$ cat src/rtl/pattern_select_fsm_pkg.sv
// Shared types and default constants for the pattern-select detector and its mux neighbours.
package pattern_select_fsm_pkg;

    typedef enum logic {
        ST_IDLE = 1'b0,
        ST_HOLD = 1'b1
    } state_e;

    localparam int                   DEF_PAT_W       = 4;
    localparam logic [DEF_PAT_W-1:0] DEF_PATTERN     = 4'b1011;
    localparam int                   DEF_HOLD_CYCLES = 3;
    localparam int                   DEF_CNT_W       = 8;

endpackage

$ cat src/rtl/pattern_select_fsm_shift_matcher.sv
// Serial shift register with fill tracking; flags a combinational hit on the completing bit.
module pattern_shift_matcher
    import pattern_select_fsm_pkg::*;
#(
    parameter int               PAT_W   = DEF_PAT_W,
    parameter logic [PAT_W-1:0] PATTERN = DEF_PATTERN
) (
    input  logic clk,
    input  logic reset,
    input  logic din,
    input  logic din_valid,
    output logic hit
);

    localparam int FILL_W = $clog2(PAT_W + 1);

    logic [PAT_W-2:0]  shreg_q, shreg_d;
    logic [FILL_W-1:0] fill_q, fill_d;
    logic [PAT_W-1:0]  window_s;

    // Window holds the last PAT_W-1 stored bits plus the bit being offered now.
    assign window_s = {shreg_q, din};

    // Next-state for shift register and saturating fill counter.
    always_comb begin
        shreg_d = shreg_q;
        fill_d  = fill_q;
        if (din_valid) begin
            shreg_d = window_s[PAT_W-2:0];
            if (fill_q != FILL_W'(PAT_W)) begin
                fill_d = fill_q + FILL_W'(1);
            end else begin
                fill_d = fill_q;
            end
        end else begin
            shreg_d = shreg_q;
        end
    end

    // Shift and fill state registers.
    always_ff @(posedge clk or posedge reset) begin
        if (reset) begin
            shreg_q <= '0;
            fill_q  <= '0;
        end else begin
            shreg_q <= shreg_d;
            fill_q  <= fill_d;
        end
    end

    // Fill gate keeps reset-cleared zeros from forming a false match.
    assign hit = din_valid & (fill_q >= FILL_W'(PAT_W - 1)) & (window_s == PATTERN);

endmodule

$ cat src/rtl/pattern_select_fsm.sv
// Pattern detector driving a mux select: pulses match, holds sel for a window, counts hits.
module pattern_select_fsm
    import pattern_select_fsm_pkg::*;
#(
    parameter int               PAT_W       = DEF_PAT_W,
    parameter logic [PAT_W-1:0] PATTERN     = DEF_PATTERN,
    parameter int               HOLD_CYCLES = DEF_HOLD_CYCLES,
    parameter int               CNT_W       = DEF_CNT_W
) (
    input  logic             clk,
    input  logic             reset,
    input  logic             din,
    input  logic             din_valid,
    output logic             sel,
    output logic             match,
    output logic [CNT_W-1:0] match_count,
    output logic             busy
);

    localparam logic [7:0]       HOLD_RELOAD = 8'(HOLD_CYCLES - 1);
    localparam logic [CNT_W-1:0] CNT_MAX     = {CNT_W{1'b1}};

    state_e           state_q, state_d;
    logic [7:0]       hold_q, hold_d;
    logic [CNT_W-1:0] cnt_q, cnt_d;
    logic             sel_q, sel_d;
    logic             match_q, match_d;
    logic             hit_s;

    pattern_shift_matcher #(
        .PAT_W   (PAT_W),
        .PATTERN (PATTERN)
    ) u_matcher (
        .clk       (clk),
        .reset     (reset),
        .din       (din),
        .din_valid (din_valid),
        .hit       (hit_s)
    );

    // FSM next-state, hold countdown, saturating counter and output decode.
    always_comb begin
        state_d = state_q;
        hold_d  = hold_q;
        cnt_d   = cnt_q;
        case (state_q)
            ST_IDLE: begin
                if (hit_s) begin
                    state_d = ST_HOLD;
                    hold_d  = HOLD_RELOAD;
                end else begin
                    state_d = ST_IDLE;
                end
            end
            ST_HOLD: begin
                // A hit on the expiring cycle wins and restarts the window.
                if (hit_s) begin
                    hold_d = HOLD_RELOAD;
                end else if (hold_q == 8'd0) begin
                    state_d = ST_IDLE;
                end else begin
                    hold_d = hold_q - 8'd1;
                end
            end
            default: begin
                state_d = ST_IDLE;
                hold_d  = 8'd0;
            end
        endcase
        if (hit_s && (cnt_q != CNT_MAX)) begin
            cnt_d = cnt_q + CNT_W'(1);
        end else begin
            cnt_d = cnt_q;
        end
        sel_d   = (state_d == ST_HOLD);
        match_d = hit_s;
    end

    // State, counters and registered outputs.
    always_ff @(posedge clk or posedge reset) begin
        if (reset) begin
            state_q <= ST_IDLE;
            hold_q  <= 8'd0;
            cnt_q   <= '0;
            sel_q   <= 1'b0;
            match_q <= 1'b0;
        end else begin
            state_q <= state_d;
            hold_q  <= hold_d;
            cnt_q   <= cnt_d;
            sel_q   <= sel_d;
            match_q <= match_d;
        end
    end

    assign sel         = sel_q;
    assign busy        = sel_q;
    assign match       = match_q;
    assign match_count = cnt_q;

endmodule

$ cat config.mk
export PLATFORM = sky130hd
export DESIGN_NAME = pattern_select_fsm
export DESIGN_NICKNAME = d
export VERILOG_FILES = /design/src/rtl/pattern_select_fsm_pkg.sv /design/src/rtl/pattern_select_fsm_shift_matcher.sv /design/src/rtl/pattern_select_fsm.sv
export SDC_FILE = /design/constraint.sdc
export NUM_CORES = 1
export LEC_CHECK = 0
export ABC_CLOCK_PERIOD_IN_PS = 2780
export CAP_MARGIN = 5
export CORE_MARGIN = 2
export CORE_UTILIZATION = 54
export CTS_CLUSTER_SIZE = 25
export DETAILED_ROUTE_END_ITERATION = 10
export PLACE_DENSITY = 0.83
export RECOVER_POWER = 100
export SYNTH_ARGS = -nofsm -noshare
export SYNTH_HDL_FRONTEND = slang
export SYNTH_HIERARCHICAL = 1
export SYNTH_SLANG_ARGS = --single-unit
export TNS_END_PERCENT = 50
$ cat constraint.sdc
create_clock -name clk -period 2.78 [get_ports clk]
set_clock_uncertainty 0.2 [all_clocks]
set_input_delay 0.278 -clock clk [delete_from_list [all_inputs] [get_ports clk]]
set_output_delay 0.278 -clock clk [all_outputs]
set_load 0.005 [all_outputs]
Yosys cells after proc, flatten, opt, wreduce, memory -nomap -nowiden
Index checks and enable logic that the tools add are counted.
{"block": "word_totals", "word_cells": 30, "ff_bits": 24, "out_inout_bits": 11, "inputBits": 4}
{"block": "op_classes", "add_sub_neg": 3, "n_lt_le_gt_ge": 1, "n_eq_ne": 5, "n_reduce_logical": 4, "n_bitwise": 3, "mux": 8}
{"operator": "$mux W8", "n": 3}
{"operator": "$pmux W8 S2", "n": 1}
{"operator": "$add A8 B1 Y8 const B", "n": 1}
{"operator": "$logic_not A8 Y1", "n": 1}
{"operator": "$ne A8 B8 Y1 const B", "n": 1}
{"operator": "$sub A8 B1 Y8 const B", "n": 1}
{"operator": "$ne A3 B3 Y1 const B", "n": 2}
{"operator": "$eq A4 B4 Y1 const B", "n": 1}
{"operator": "$reduce_and A2 Y1", "n": 2}
{"operator": "$add A3 B1 Y3 const B", "n": 1}
{"operator": "$ge A3 B2 Y1 const B", "n": 1}
{"operator": "$mux W1", "n": 3}
{"operator": "$and A1 B1 Y1", "n": 2}
{"operator": "$ne A2 B2 Y1 const B", "n": 1}
{"operator": "$pmux W1 S2", "n": 1}
{"operator": "$logic_and A1 B1 Y1", "n": 1}
{"operator": "$not A1 Y1", "n": 1}

Longest topological paths before layout
{"block": "logic_depth", "depth_word": 5, "ltp_mapped": 9, "ltp_nobuf": 7}

Cells and area by module
The synthesis kept the hierarchy.
{"module": "pattern_select_fsm", "area_each_um2": 933.4, "cells_per_inst": 91, "n_inst": 1, "seq_area_each_um2": 450.4}
{"module": "pattern_shift_matcher", "area_each_um2": 312.8, "cells_per_inst": 27, "n_inst": 1, "seq_area_each_um2": 150.1}

Least setup slack after synthesis
OpenSTA, ideal clock, no wires.
{"block": "synth_timing", "path_type": "register to register", "start": "reg u_matcher.fill_q[1]", "end": "reg cnt_q[7] (netlist: match_count[7])", "synth_period_minus_slack_ns": 2.013, "arrival_time_ns": 1.689, "required_time_ns": 2.455, "setup_slack_ns": 0.767, "setup_ns": 0.125, "n_path_buf": 1, "stages_incl_launch_ff": 9, "path_cell_list": "dfrtp_1 -> ha_1 -> ha_1 -> a211oi_1 -> nor3_1 -> buf_2 -> nand4_1 -> nor3_1 -> mux2_2"}
{"block": "synth_via", "elab_chain_cells": 4}
{"element": "start: declaration", "line": "pattern_select_fsm_shift_matcher.sv:18", "text": "logic [FILL_W-1:0] fill_q, fill_d;"}
{"element": "start signal: assignment", "line": "pattern_select_fsm_shift_matcher.sv:47", "text": "fill_q <= fill_d;"}
{"element": "$ge A3 B2 Y1", "line": "pattern_select_fsm_shift_matcher.sv:52", "text": "assign hit = din_valid & (fill_q >= FILL_W'(PAT_W - 1)) & (window_s == PATTERN);"}
{"element": "$and A1 B1 Y1 (2 in series)", "line": "pattern_select_fsm_shift_matcher.sv:52"}
{"element": "net hit_s", "line": "pattern_select_fsm.sv:28", "text": "logic hit_s;"}
{"element": "$logic_and A1 B1 Y1", "line": "pattern_select_fsm.sv:70", "text": "if (hit_s && (cnt_q != CNT_MAX)) begin"}
{"element": "end signal: assignment", "line": "pattern_select_fsm.sv:90", "text": "cnt_q <= cnt_d;"}
{"element": "end: declaration", "line": "pattern_select_fsm.sv:25", "text": "logic [CNT_W-1:0] cnt_q, cnt_d;"}
The timed path passes the listed nets, and every way through them passes these cells.
A chain may end at the register's enable or synchronous reset.

Worst setup path after layout
Same ends and word-level chain as after synthesis.

==> impl_results.rst <==
.. list-table::
   :header-rows: 1

   * - Metric
     - Value
   * - Number of synthesis warnings
     - 6
   * - Detailed-router iteration count before antenna repair
     - 4
   * - Vias
     - 918
   * - Final-layout setup total negative slack
     - 0 ps
   * - Post-layout minimum cycle time
     - 2250 ps
   * - Cell variety after synth
     - 35
   * - Cells taking the most area after synthesis
     - sky130_fd_sc_hd__dfrtp_1, sky130_fd_sc_hd__ha_1, sky130_fd_sc_hd__mux2_2
   * - Worst hold path type
     - flip-flop to flip-flop
   * - Buffering stage count on the worst path with inverters included
     - 1
   * - CTS H-Tree Depth
     - 1
   * - Most instantiated flip-flop cell in the synthesis netlist
     - sky130_fd_sc_hd__dfrtp_1
   * - Endpoint required time on the critical path
     - 2780 ps
   * - Number of port buffers
     - 14
   * - Element type at the critical path end
     - flip-flop
   * - Number of hold-slack violations in the final timing report
     - 0
   * - Area share of the largest cell type after synthesis
     - 0.482
   * - Number of maximum-capacitance violations
     - 0
   * - IO Pins
     - 15
   * - Die height
     - 52.0 um
   * - Fin util
     - 0.654
   * - Path type of the worst setup path
     - flip-flop to flip-flop
   * - Fraction of synthesis flops using an asynchronous set or reset pin
     - 1.00
   * - Slowest-stage cell, CP
     - sky130_fd_sc_hd__dfrtp_1
   * - Number of sinks driven by the clock tree
     - 24
   * - Footprint of the flip-flops and latches
     - 601 um2
   * - Power density over the cells
     - 803 mW/mm2
   * - Run status
     - finished clean
   * - Dominant cell by count in the synthesized netlist
     - sky130_fd_sc_hd__dfrtp_1
   * - Initial core utilization
     - 0.569
   * - Kind of launch point of the worst setup path
     - flip-flop
   * - Number of antenna-violating nets in the routed design
     - 0
   * - Syn Area/Cell
     - 10.6 um2
   * - Power Total
     - 1.15 mW
   * - HPWL reported at the end of detailed placement
     - 1.76 mm
   * - Peak supply drop
     - 624 uV
   * - Synthesis-stage register bit count
     - 24
   * - Vias in the first global route
     - 939
   * - Synthesized netlist cell count
     - 118
   * - Number of DRC violations after detailed routing
     - 0
   * - Area occupied by multi-input gates
     - 577 um2
   * - Arrival time of data at the critical path endpoint
     - 2250 ps
   * - Number of enable flip-flop cells after synthesis
     - 0
   * - Horiz. Die Dim
     - 52.0 um
   * - Cell chosen for the clock root
     - sky130_fd_sc_hd__clkbuf_4
   * - Number of nets in the synthesized netlist
     - 128
   * - Final-layout worst hold slack
     - 335 ps
   * - Number of buffers created by CTS
     - 3
   * - Setup violators final
     - 0
   * - Number of DRC markers in iteration 0
     - 7
   * - Number of antenna repair diodes
     - 0
   * - Weighted congestion at the end of routability-driven global placement
     - 0.812
   * - Clock input transition at the sequential cells of the worst setup and hold paths
     - 120 ps
   * - Layout overhead on the synthesized area
     - 15.1%
   * - Remaining Overflow, GRT
     - 0
   * - Crit share post-route
     - 0.809
   * - Post-synthesis sequential area ratio
     - 0.482
   * - Area after DPL
     - 0.00142 mm2
   * - Top cell family by delay on the critical path
     - simple AND/OR/NAND/NOR gates
   * - Cell-by-cell trace of the critical path
     - ha_1 > ha_1 > a211oi_1 > nor3_1 > buf_4 > nand4_1 > nor3_1 > mux2_2
   * - Setup repair after global routing missed its margin
     - false
   * - Total of fill cells in the finished design
     - 182
   * - Routed length per instance
     - 14.2 um
   * - Highest clock rate
     - 445 MHz
   * - Slew of the pin with the lowest slew margin
     - 702 ps
   * - Crit Path Max Fanout
     - 19
   * - Worst-skew pair later-pin latency
     - 310 ps
   * - Mean number of vias per cell
     - 5.63
   * - Largest net degree at the start of global routing
     - 20
   * - TritonCTS clock tree
     - built
   * - Post_cts resized
     - 0
   * - Worst path max stage delay
     - 400 ps
   * - Fraction of layout cells with a size suffix above 1
     - 0.104
   * - Core Area
     - 0.00219 mm2
   * - Die ar.
     - 0.00271 mm2
   * - NumNets Final
     - 147
   * - Post-Layout Inst Area
     - 0.00143 mm2
   * - First-pass GRT wire length
     - 4.15 mm
   * - Number of antenna violations at the first check in global routing
     - 0
   * - Placement row count
     - 17
   * - Tightest slew margin relative to the limit
     - 0.532
   * - Global-route total usage across every layer
     - 0.211
   * - Commonest cells in the synthesized netlist
     - sky130_fd_sc_hd__dfrtp_1, sky130_fd_sc_hd__inv_1, sky130_fd_sc_hd__a21oi_1
   * - Clock Path Buffers
     - 2
   * - Pleak
     - 0.653 nW
   * - Number of max-slew violations in the final report
     - 0
   * - Post-detailed-routing wire length
     - 2.32 mm
   * - Number of buffers inserted by post-CTS setup repair
     - 0
   * - Synthesized area
     - 0.00125 mm2
   * - Cell type with the highest aggregate area in the netlist
     - sky130_fd_sc_hd__dfrtp_1
==> worst reg2reg max path: stages (launching register included) <==
cell and delay, ps:
sky130_fd_sc_hd__dfrtp_1 400, sky130_fd_sc_hd__ha_1 160, sky130_fd_sc_hd__ha_1 140, sky130_fd_sc_hd__a211oi_1 50
sky130_fd_sc_hd__nor3_1 170, sky130_fd_sc_hd__buf_4 250, sky130_fd_sc_hd__nand4_1 170, sky130_fd_sc_hd__nor3_1 240
sky130_fd_sc_hd__mux2_2 360
==> kinds of logic (layout without fill, tap and decap cells) <==
| logic type | count (synthesis) | after routing | synth area share |
|---|---|---|---|
| fa+ha+maj | 6 | 6 | 0.0602 |
| simple gates | 39 | 39 | 0.183 |
| mux | 9 | 9 | 0.0793 |
| flops | 24 | 24 | 0.482 |
| compound gates | 24 | 24 | 0.129 |
| buf+inv | 13 | 30 | 0.0462 |
| xor+xnor | 3 | 3 | 0.0211 |
==> registers in the layout, summed over array words and instances (netlist names) <==
signal,cells
busy,1
hold_q,8
match,1
match_count,8
u_matcher/fill_q,3
u_matcher/shreg_q,3
==> layout make-up <==
class	count	area share
Sequential cell	24	0.419
Multi-Input combinational cell	81	0.402
Timing Repair Buffer	17	0.113
Inverter	10	0.0262
Tap cell	28	0.0244
Clock buffer	3	0.0157
==> metrics by stage <==
step / setup slack, ps / instances
after floorplan: 767 / 118
after global placement: 507 / 159
after detailed placement: 374 / 159
after CTS: 536 / 163
after global routing: 320 / 163
final: 532 / 163
==> worst paths after layout <==
kind,startpoint,end,slack [ps],depth (start not counted)
max,u_matcher/fill_q[1]$_DFFE_PP0P_,match_count[7]$_DFFE_PP0P_,530,8
min,u_matcher/shreg_q[0]$_DFFE_PP0P_,u_matcher/shreg_q[0]$_DFFE_PP0P_,340,1
max reg2reg,u_matcher/fill_q[1]$_DFFE_PP0P_,match_count[7]$_DFFE_PP0P_,530,8
min reg2reg,u_matcher/shreg_q[0]$_DFFE_PP0P_,u_matcher/shreg_q[0]$_DFFE_PP0P_,340,1
max in group asynchronous,reset,match_count[5]$_DFFE_PP0P_,1030,3
min in group asynchronous,reset,u_matcher/fill_q[1]$_DFFE_PP0P_,700,3
==> cells in the final DEF, fill, tap and decap left out, drive strengths merged, types with 4 or more instances in the layout <==
master / n
nand2: 6
dfrtp: 24
nor2: 5
ha: 6
a21oi: 9
o21ai: 6
dlygate4sd3: 14
clkbuf: 4
inv: 10
nor2b: 4
mux2: 7
==> timing repair <==
| item | CTS | global route |
|---|---|---|
| hold buffers | 1 | 0 |
| hold endpoints to repair | 6 | 0 |
| setup endpoints to repair | 0 | 0 |
==> power breakdown <==
group / internal, mW / switching [mW]
Combinational: 0.230 / 0.203
Sequential: 0.460 / 0.112
Clock: 0.0507 / 0.0962
==> per-layer routing <==
layer / wire (um) / GRT usage / vias up
met4: 27 / 0.0833 / 0
met5: 0 / 0 / -
met2: 1230 / 0.359 / 16
met1: 988 / 0.266 / 435
li1: - / - / 463
met3: 73 / 0.0374 / 4
Power figures use the tool's default switching activity.
